<file path="src/rtl/fp_pkg.sv">
// fp_pkg: shared floating-point rounding types and constants.
// Rounding-mode enum, exception flag bit positions, FP16 defaults, bias helper.
package fp_pkg;

  typedef enum logic [1:0] {
    RM_RNE = 2'b00,
    RM_RTZ = 2'b01,
    RM_RUP = 2'b10,
    RM_RDN = 2'b11
  } rnd_mode_e;

  localparam int FLG_OVF = 2;
  localparam int FLG_UNF = 1;
  localparam int FLG_INX = 0;

  localparam int FP16_EXP_W = 5;
  localparam int FP16_MAN_W = 10;
  localparam int FP16_EXT_W = 3;

  function automatic int bias(input int exp_w);
    return (1 << (exp_w - 1)) - 1;
  endfunction

endpackage

</file>
<file path="src/rtl/fp_round_inc.sv">
// fp_round_inc: round-increment decision from L/G/S, sign and mode.
// Ports: lsb_i, guard_i, sticky_i, sign_i, mode_i in; inc_o out (comb).
module fp_round_inc
  import fp_pkg::*;
(
  input  logic      lsb_i,
  input  logic      guard_i,
  input  logic      sticky_i,
  input  logic      sign_i,
  input  rnd_mode_e mode_i,
  output logic      inc_o
);

  always_comb begin
    inc_o = 1'b0;
    unique case (mode_i)
      RM_RNE: inc_o = guard_i & (sticky_i | lsb_i);
      RM_RTZ: inc_o = 1'b0;
      RM_RUP: inc_o = ~sign_i & (guard_i | sticky_i);
      RM_RDN: inc_o = sign_i & (guard_i | sticky_i);
    endcase
  end

endmodule

</file>
<file path="src/rtl/stage5_round_pack.sv">
// stage5_round_pack: MAC final stage, align/denormalise (S1), round+pack (S2).
// Ports: in_valid/in_ready beat in, out_valid/out_ready result out, flags.
module stage5_round_pack
  import fp_pkg::*;
#(
  parameter int EXP_W    = FP16_EXP_W,
  parameter int MAN_W    = FP16_MAN_W,
  parameter int EXT_W    = FP16_EXT_W,
  parameter int EXP_IN_W = EXP_W + 2
) (
  input  logic                   clk,
  input  logic                   rst,
  input  logic                   in_valid,
  output logic                   in_ready,
  input  logic [EXP_IN_W-1:0]    exp_final,
  input  logic                   sign,
  input  logic [MAN_W+EXT_W:0]   norm_sum,
  input  logic [1:0]             rnd_mode,
  output logic                   out_valid,
  input  logic                   out_ready,
  output logic [EXP_W+MAN_W:0]   out,
  output logic [2:0]             out_flags,
  output logic [2:0]             acc_flags,
  input  logic                   flag_clr
);

  localparam int NW = MAN_W + 1 + EXT_W;
  localparam int XW = EXP_IN_W + 1;
  localparam logic [XW-1:0] SH_ONE  = XW'(1);
  localparam logic [XW-1:0] SH_LIM  = XW'(NW);
  localparam logic [XW-1:0] EXP_MAX = XW'((1 << EXP_W) - 1);
  localparam logic [EXP_W-1:0] E_ONES = '1;
  localparam logic [MAN_W-1:0] M_ONES = '1;

  typedef struct packed {
    logic                sgn;
    logic                zero;
    logic                tiny;
    logic [EXP_IN_W-1:0] exp;
    logic [MAN_W:0]      mant;
    logic                l;
    logic                g;
    logic                s;
    rnd_mode_e           mode;
  } s1_t;

  // handshake
  logic s1_v_q, s1_v_d, s2_v_q, s2_v_d;
  logic fire_in, s1_adv;

  assign in_ready = ~s1_v_q | ~s2_v_q | out_ready;
  assign fire_in  = in_valid & in_ready;
  assign s1_adv   = s1_v_q & (~s2_v_q | out_ready);
  assign s1_v_d   = fire_in | (s1_v_q & ~s1_adv);
  assign s2_v_d   = s1_adv | (s2_v_q & ~out_ready);

  // S1: align
  s1_t              s1_d, s1_q;
  logic             tiny, lost;
  logic [XW-1:0]    sh;
  logic [NW-1:0]    m;

  always_comb begin
    tiny = exp_final[EXP_IN_W-1] | (exp_final == '0);
    sh   = SH_ONE - {exp_final[EXP_IN_W-1], exp_final};
    m    = norm_sum;
    lost = 1'b0;
    if (tiny) begin
      if (sh > SH_LIM) begin
        m    = '0;
        lost = |norm_sum;
      end else begin
        m    = norm_sum >> sh;
        lost = |(norm_sum & ~({NW{1'b1}} << sh));
      end
    end
    s1_d.sgn  = sign;
    s1_d.zero = ~norm_sum[NW-1];
    s1_d.tiny = tiny;
    s1_d.exp  = tiny ? '0 : exp_final;
    s1_d.mant = m[NW-1:EXT_W];
    s1_d.l    = m[EXT_W];
    s1_d.g    = m[EXT_W-1];
    // round bit and everything below it fold into sticky
    s1_d.s    = (|m[EXT_W-2:0]) | lost;
    s1_d.mode = rnd_mode_e'(rnd_mode);
  end

  always_ff @(posedge clk or posedge rst) begin
    if (rst) begin
      s1_v_q <= 1'b0;
      s1_q   <= '0;
    end else begin
      s1_v_q <= s1_v_d;
      if (fire_in) s1_q <= s1_d;
    end
  end

  // S2: round and pack
  logic                  inc, bump, inx, ovf, to_inf;
  logic [MAN_W+1:0]      mant_r;
  logic [XW-1:0]         exp_post;
  logic [EXP_W+MAN_W:0]  res_d, res_q;
  logic [2:0]            flg_d, flg_q;
  logic [2:0]            acc_d, acc_q;

  fp_round_inc u_inc (
    .lsb_i    (s1_q.l),
    .guard_i  (s1_q.g),
    .sticky_i (s1_q.s),
    .sign_i   (s1_q.sgn),
    .mode_i   (s1_q.mode),
    .inc_o    (inc)
  );

  always_comb begin
    mant_r = {1'b0, s1_q.mant} + {{(MAN_W+1){1'b0}}, inc};
    // carry out of 1.f, or subnormal rounding up into the hidden bit
    bump   = mant_r[MAN_W+1] | (s1_q.tiny & mant_r[MAN_W]);
    exp_post = {1'b0, s1_q.exp} + {{(XW-1){1'b0}}, bump};
    inx    = s1_q.g | s1_q.s;
    ovf    = exp_post >= EXP_MAX;
    to_inf = (s1_q.mode == RM_RNE)
           | ((s1_q.mode == RM_RUP) & ~s1_q.sgn)
           | ((s1_q.mode == RM_RDN) & s1_q.sgn);
    res_d  = {s1_q.sgn, exp_post[EXP_W-1:0], mant_r[MAN_W-1:0]};
    flg_d  = '0;
    if (s1_q.zero) begin
      res_d = {s1_q.sgn, {(EXP_W+MAN_W){1'b0}}};
    end else if (ovf) begin
      res_d = to_inf ? {s1_q.sgn, E_ONES, {MAN_W{1'b0}}}
                     : {s1_q.sgn, E_ONES - 1'b1, M_ONES};
      flg_d[FLG_OVF] = 1'b1;
      flg_d[FLG_INX] = 1'b1;
    end else begin
      flg_d[FLG_UNF] = s1_q.tiny & inx;
      flg_d[FLG_INX] = inx;
    end
  end

  // a flag_clr coinciding with a consumed result keeps that result's flags
  always_comb begin
    acc_d = acc_q;
    if (s2_v_q & out_ready)
      acc_d = flag_clr ? flg_q : (acc_q | flg_q);
    else if (flag_clr)
      acc_d = '0;
  end

  always_ff @(posedge clk or posedge rst) begin
    if (rst) begin
      s2_v_q <= 1'b0;
      res_q  <= '0;
      flg_q  <= '0;
      acc_q  <= '0;
    end else begin
      s2_v_q <= s2_v_d;
      acc_q  <= acc_d;
      if (s1_adv) begin
        res_q <= res_d;
        flg_q <= flg_d;
      end
    end
  end

  assign out_valid = s2_v_q;
  assign out       = res_q;
  assign out_flags = flg_q;
  assign acc_flags = acc_q;

endmodule

</file>
<file path="config.mk">
export PLATFORM = sky130hd
export DESIGN_NAME = stage5_round_pack
export DESIGN_NICKNAME = d
export VERILOG_FILES = /design/src/rtl/fp_pkg.sv /design/src/rtl/fp_round_inc.sv /design/src/rtl/stage5_round_pack.sv
export SDC_FILE = /design/constraint.sdc
export NUM_CORES = 1
export LEC_CHECK = 0
export ABC_AREA = 1
export CAP_MARGIN = 20
export CORE_ASPECT_RATIO = 0.8
export CORE_UTILIZATION = 59
export DETAILED_ROUTE_END_ITERATION = 10
export PLACE_DENSITY = 0.89
export SLEW_MARGIN = 0
export SYNTH_ARGS = -nofsm -noshare
export SYNTH_HDL_FRONTEND = slang
export SYNTH_SLANG_ARGS = --single-unit
</file>
<file path="constraint.sdc">
create_clock -name clk -period 7.9 [get_ports clk]
set_clock_uncertainty 0.15 [all_clocks]
set_input_delay 1.58 -clock clk [delete_from_list [all_inputs] [get_ports clk]]
set_output_delay 1.58 -clock clk [all_outputs]
set_load 0.01 [all_outputs]
</file>
==> impl_summary.txt <==
----------------------------------------------------
[Clocking]
  Clk pin slew, worst setup/hold paths ... roughly 0.09 ns
  Post-CTS repair timing setup buffer count ... 0
  Root buffer cell ... sky130_fd_sc_hd__clkbuf_8
  Clock Sink Count ... between 40 and 50
  Num CTS Buffers ... 5
  Buffers from clock root to sink, at most ... 2
  CTS tree ... yes
  Number of levels the H-tree was split into ... 2
  Insertion delay to the later sink of the worst-skew pair ... 0.30 ns
  Hold Buf Count CTS ... 0
  Resized Gates After CTS ... 0

[Place]
  DP HPWL ... between 7000 and 8000 um
  Post-detailed-placement cell area ... 3963 sq um
  IO buf count ... 52
  Placed cell count ... 621
  Final RePlAce weighted congestion ... 0.9370

[Timing]
  Final worst path period need ... a little under 5 ns
  Sum of negative setup slack ... 0 ns
  Number of endpoints with negative hold slack in the final report ... 0
  Slew at the pin closest to its max-slew limit ... between 1 and 1.5 ns
  Highest Clock Rate ... 0.2017 GHz
  Share of the clock period used by the worst path ... a little over three fifths
  Number of max-slew violations in the final report ... 0
  Worst rel slew slack ... 31.79%
  Unrepaired setup endpoints after global routing ... no
  Final setup fails ... 0

[Worst setup path]
  RR Startpoint ... s1_q[1]$_DFFE_PP0P_
  Category of the critical setup timing path ... in2reg
  Register-to-Register Setup Slack ... between 2 and 3 ns
  Largest fanout on the critical path ... 21
  Critical Path RT ... 7.98 ns
  Crit path capture type ... flip-flop
  Startpoint Class ... input port
  Start point of the critical path ... exp_final[1]
  Arrival time of the worst setup path ... between 5 and 6 ns

[Drt]
  DR WL/cell ... around 16 um
  Vias per Instance ... roughly 5.7
  # DRC ... 0
  Post-DRT Antenna Nets ... 0
  Vias after detailed routing ... 3609
  DRC marker count from the first detailed-route iteration ... 290
  Final routed wirelength across all metal layers ... between 9000 and 10000 um
  TritonRoute pass-1 iters ... 5

[GRT]
  Global Route met3 Usage ... 5.083%
  Grt peak-use layer ... met2
  Fraction of met2 tracks used by global routing ... 52.08%
  Met1 capacity usage during global routing ... a little under half
  Global-route wire length before repair ... roughly 16000 um
  Tot GR Track Use ... 33.08%
  Largest net degree at the start of global routing ... 50
  Initial antenna violation count ... 0
  Remaining Overflow, GRT ... 0
  Number of global-route vias before repair ... roughly 3.3k

[Synthesis]
  Number of distinct standard cells referenced by the synthesized netlist ... 37
  Post-synth EDFFs ... 0
  Syn Std Cell Area ... ~3400 sq um
  Synthesized area per cell ... between 6 and 7 sq um
  Post-synthesis sequential element count ... 49
  Synth async-reset ratio ... between 90% and 100%
  Part of the Yosys area used for sequential elements ... roughly 36%
  YS warnings ... 0
  Synth Instances ... slightly above 500
  Post-Syn Nets ... about 550
  Most frequently used flop master after synthesis ... sky130_fd_sc_hd__dfrtp_1

[Floorplanning]
  Die Y ... roughly 70 um
  Initial core utilization ... 62.27%
  Count of standard-cell rows ... 24
  Top-level port count ... 53
  Floorplan die width ... just under 90 um
  Core region area ... ~5500 sq um
  Total die area ... 6143 sq um

[Layout]
  Sequential cell area in the final layout ... about 1200 sq um
  Multi-input gate area in the final layout ... 1874 sq um
  Net count of the finished layout ... ~600
  Post-layout instance count excluding filler cells ... 630
  Top library cells by usage in the layout, fill and taps aside ... sky130_fd_sc_hd__nand2_1, sky130_fd_sc_hd__inv_1, sky130_fd_sc_hd__nand3_1
  Most common library cell in the layout ignoring fill and taps ... sky130_fd_sc_hd__nand2_1
  Inserted Diodes ... 0
  Layout fillers ... between 400 and 500
  Post-route cell area ... about 4100 sq um
  Fraction of final layout cells with drive strength greater than 1 ... about 6.0%
  Synthesis-to-finish area growth ... 18.18%

[Hold path]
  Type of the worst min-delay path ... reg2reg
  Hold path startpoint ... out[5]$_DFFE_PP0P_

[Status]
  Outcome ... finished, final reports clean

[Run]
  Number of max-capacitance violations reported ... 0

[Power and ir drop]
  Max rail drop VDD ... between 0.0001 and 0.00015 V
  PwrDens ... 167.9 nW/um^2
  Leakage power summed over all cells ... slightly below 2 nW

----------------------------------------------------
per-layer routing:
metal / share of wire (%) / vias up
met5: 0 / -
met4: 1.1 / 0
met3: 7.6 / 13
met2: 47 / 163
met1: 45 / 1689
li1: - / 1744
cell families after synthesis:
family | after synthesis | share of synthesized area [%]
adder cells (fa/ha/maj) | 7 | 2.545
flip-flops | 49 | 35.64
AO/OA/AOI/OAI | 90 | 15.60
AND/OR/NAND/NOR | 276 | 35.05
buffers and inverters | 82 | 9.891
XOR/XNOR | 5 | 1.273
Yosys cell counts, types with 3 or more instances:
library cell               number  area (sq um)
sky130_fd_sc_hd__xor2_1         3         26.28
sky130_fd_sc_hd__clkbuf_1       9         33.78
sky130_fd_sc_hd__o22ai_1        5         31.28
sky130_fd_sc_hd__nand2_2        5         31.28
sky130_fd_sc_hd__nor2_1        50         187.7
sky130_fd_sc_hd__buf_1          3         11.26
sky130_fd_sc_hd__dfrtp_1       49          1226
sky130_fd_sc_hd__o21ai_1        6         30.03
sky130_fd_sc_hd__o211ai_1      11         82.58
sky130_fd_sc_hd__inv_1         57         214.0
sky130_fd_sc_hd__nand4_1        4         25.02
sky130_fd_sc_hd__buf_6          3         33.78
sky130_fd_sc_hd__nand2_1      151         566.8
sky130_fd_sc_hd__ha_1           7         87.58
sky130_fd_sc_hd__a21oi_1       17         85.08
sky130_fd_sc_hd__nand3_1       53         265.3
sky130_fd_sc_hd__nand3_2        5         50.05
sky130_fd_sc_hd__o221ai_1       4         35.03
sky130_fd_sc_hd__o21ai_0       38         190.2
sky130_fd_sc_hd__inv_2          6         22.52
where the power goes:
part           switching [W]  internal, W
registers          0.0000253     0.000286
clock network      0.0000817    0.0000628
logic               0.000131    0.0000955
path summary, 6_finish.rpt:
path	to	cells past startpoint
setup / recovery	s1_q[2]$_DFFE_PP0P_	16
hold / removal	out[5]$_DFFE_PP0P_	2
setup reg to reg	out[2]$_DFFE_PP0P_	26
hold reg to reg	out[5]$_DFFE_PP0P_	2
max in group asynchronous	out_valid$_DFF_PP0_	3
min in group asynchronous	out[5]$_DFFE_PP0P_	2
per-stage QoR:
step / power (W) / util [%] / worst slack [ns] / hold slack (ns)
2_1_floorplan: 0.0004416 / - / 4.070 / 0.2977
3_3_place_gp: 0.0005292 / 71.72 / 2.847 / 0.3050
3_5_place_dp: 0.0005366 / 71.72 / 2.774 / 0.3248
4_1_cts: 0.0006799 / 73.23 / 3.009 / 0.3468
5_1_grt: 0.0007190 / 73.60 / 2.514 / 0.3677
6_report: 0.0006827 / 73.60 / 2.943 / 0.3376
final cells by class:
type / instances / area share (%)
Tap cell: 78 / 2.400
Inverter: 63 / 5.815
Sequential cell: 49 / 30.15
Timing Repair Buffer: 54 / 13.48
Clock inverter: 1 / 0.1846
Multi-Input combinational cell: 378 / 46.09
Clock buffer: 7 / 1.877
sequential cells by signal, indices dropped and copies added (netlist names):
register / count
acc_flags: 3
out: 16
out_flags: 3
out_valid: 1
s1_q: 25
s1_v_q: 1
worst max-delay path, cell delays in order:
cell	delay, ns
sky130_fd_sc_hd__clkdlybuf4s50_1	0.91
sky130_fd_sc_hd__inv_2	0.34
sky130_fd_sc_hd__ha_1	0.35
sky130_fd_sc_hd__xnor2_1	0.81
sky130_fd_sc_hd__inv_2	0.25
sky130_fd_sc_hd__nand2_1	0.17
sky130_fd_sc_hd__nor2_1	0.06
sky130_fd_sc_hd__nand2_1	0.12
sky130_fd_sc_hd__nand2_1	0.05
sky130_fd_sc_hd__nand3_1	0.07
sky130_fd_sc_hd__nor2_1	0.05
sky130_fd_sc_hd__nand2_1	0.05
sky130_fd_sc_hd__o21bai_1	0.06
sky130_fd_sc_hd__nand2_1	0.06
sky130_fd_sc_hd__nor2_1	0.03
sky130_fd_sc_hd__nor2_1	0.08
(Power assumes the default switching activity.)
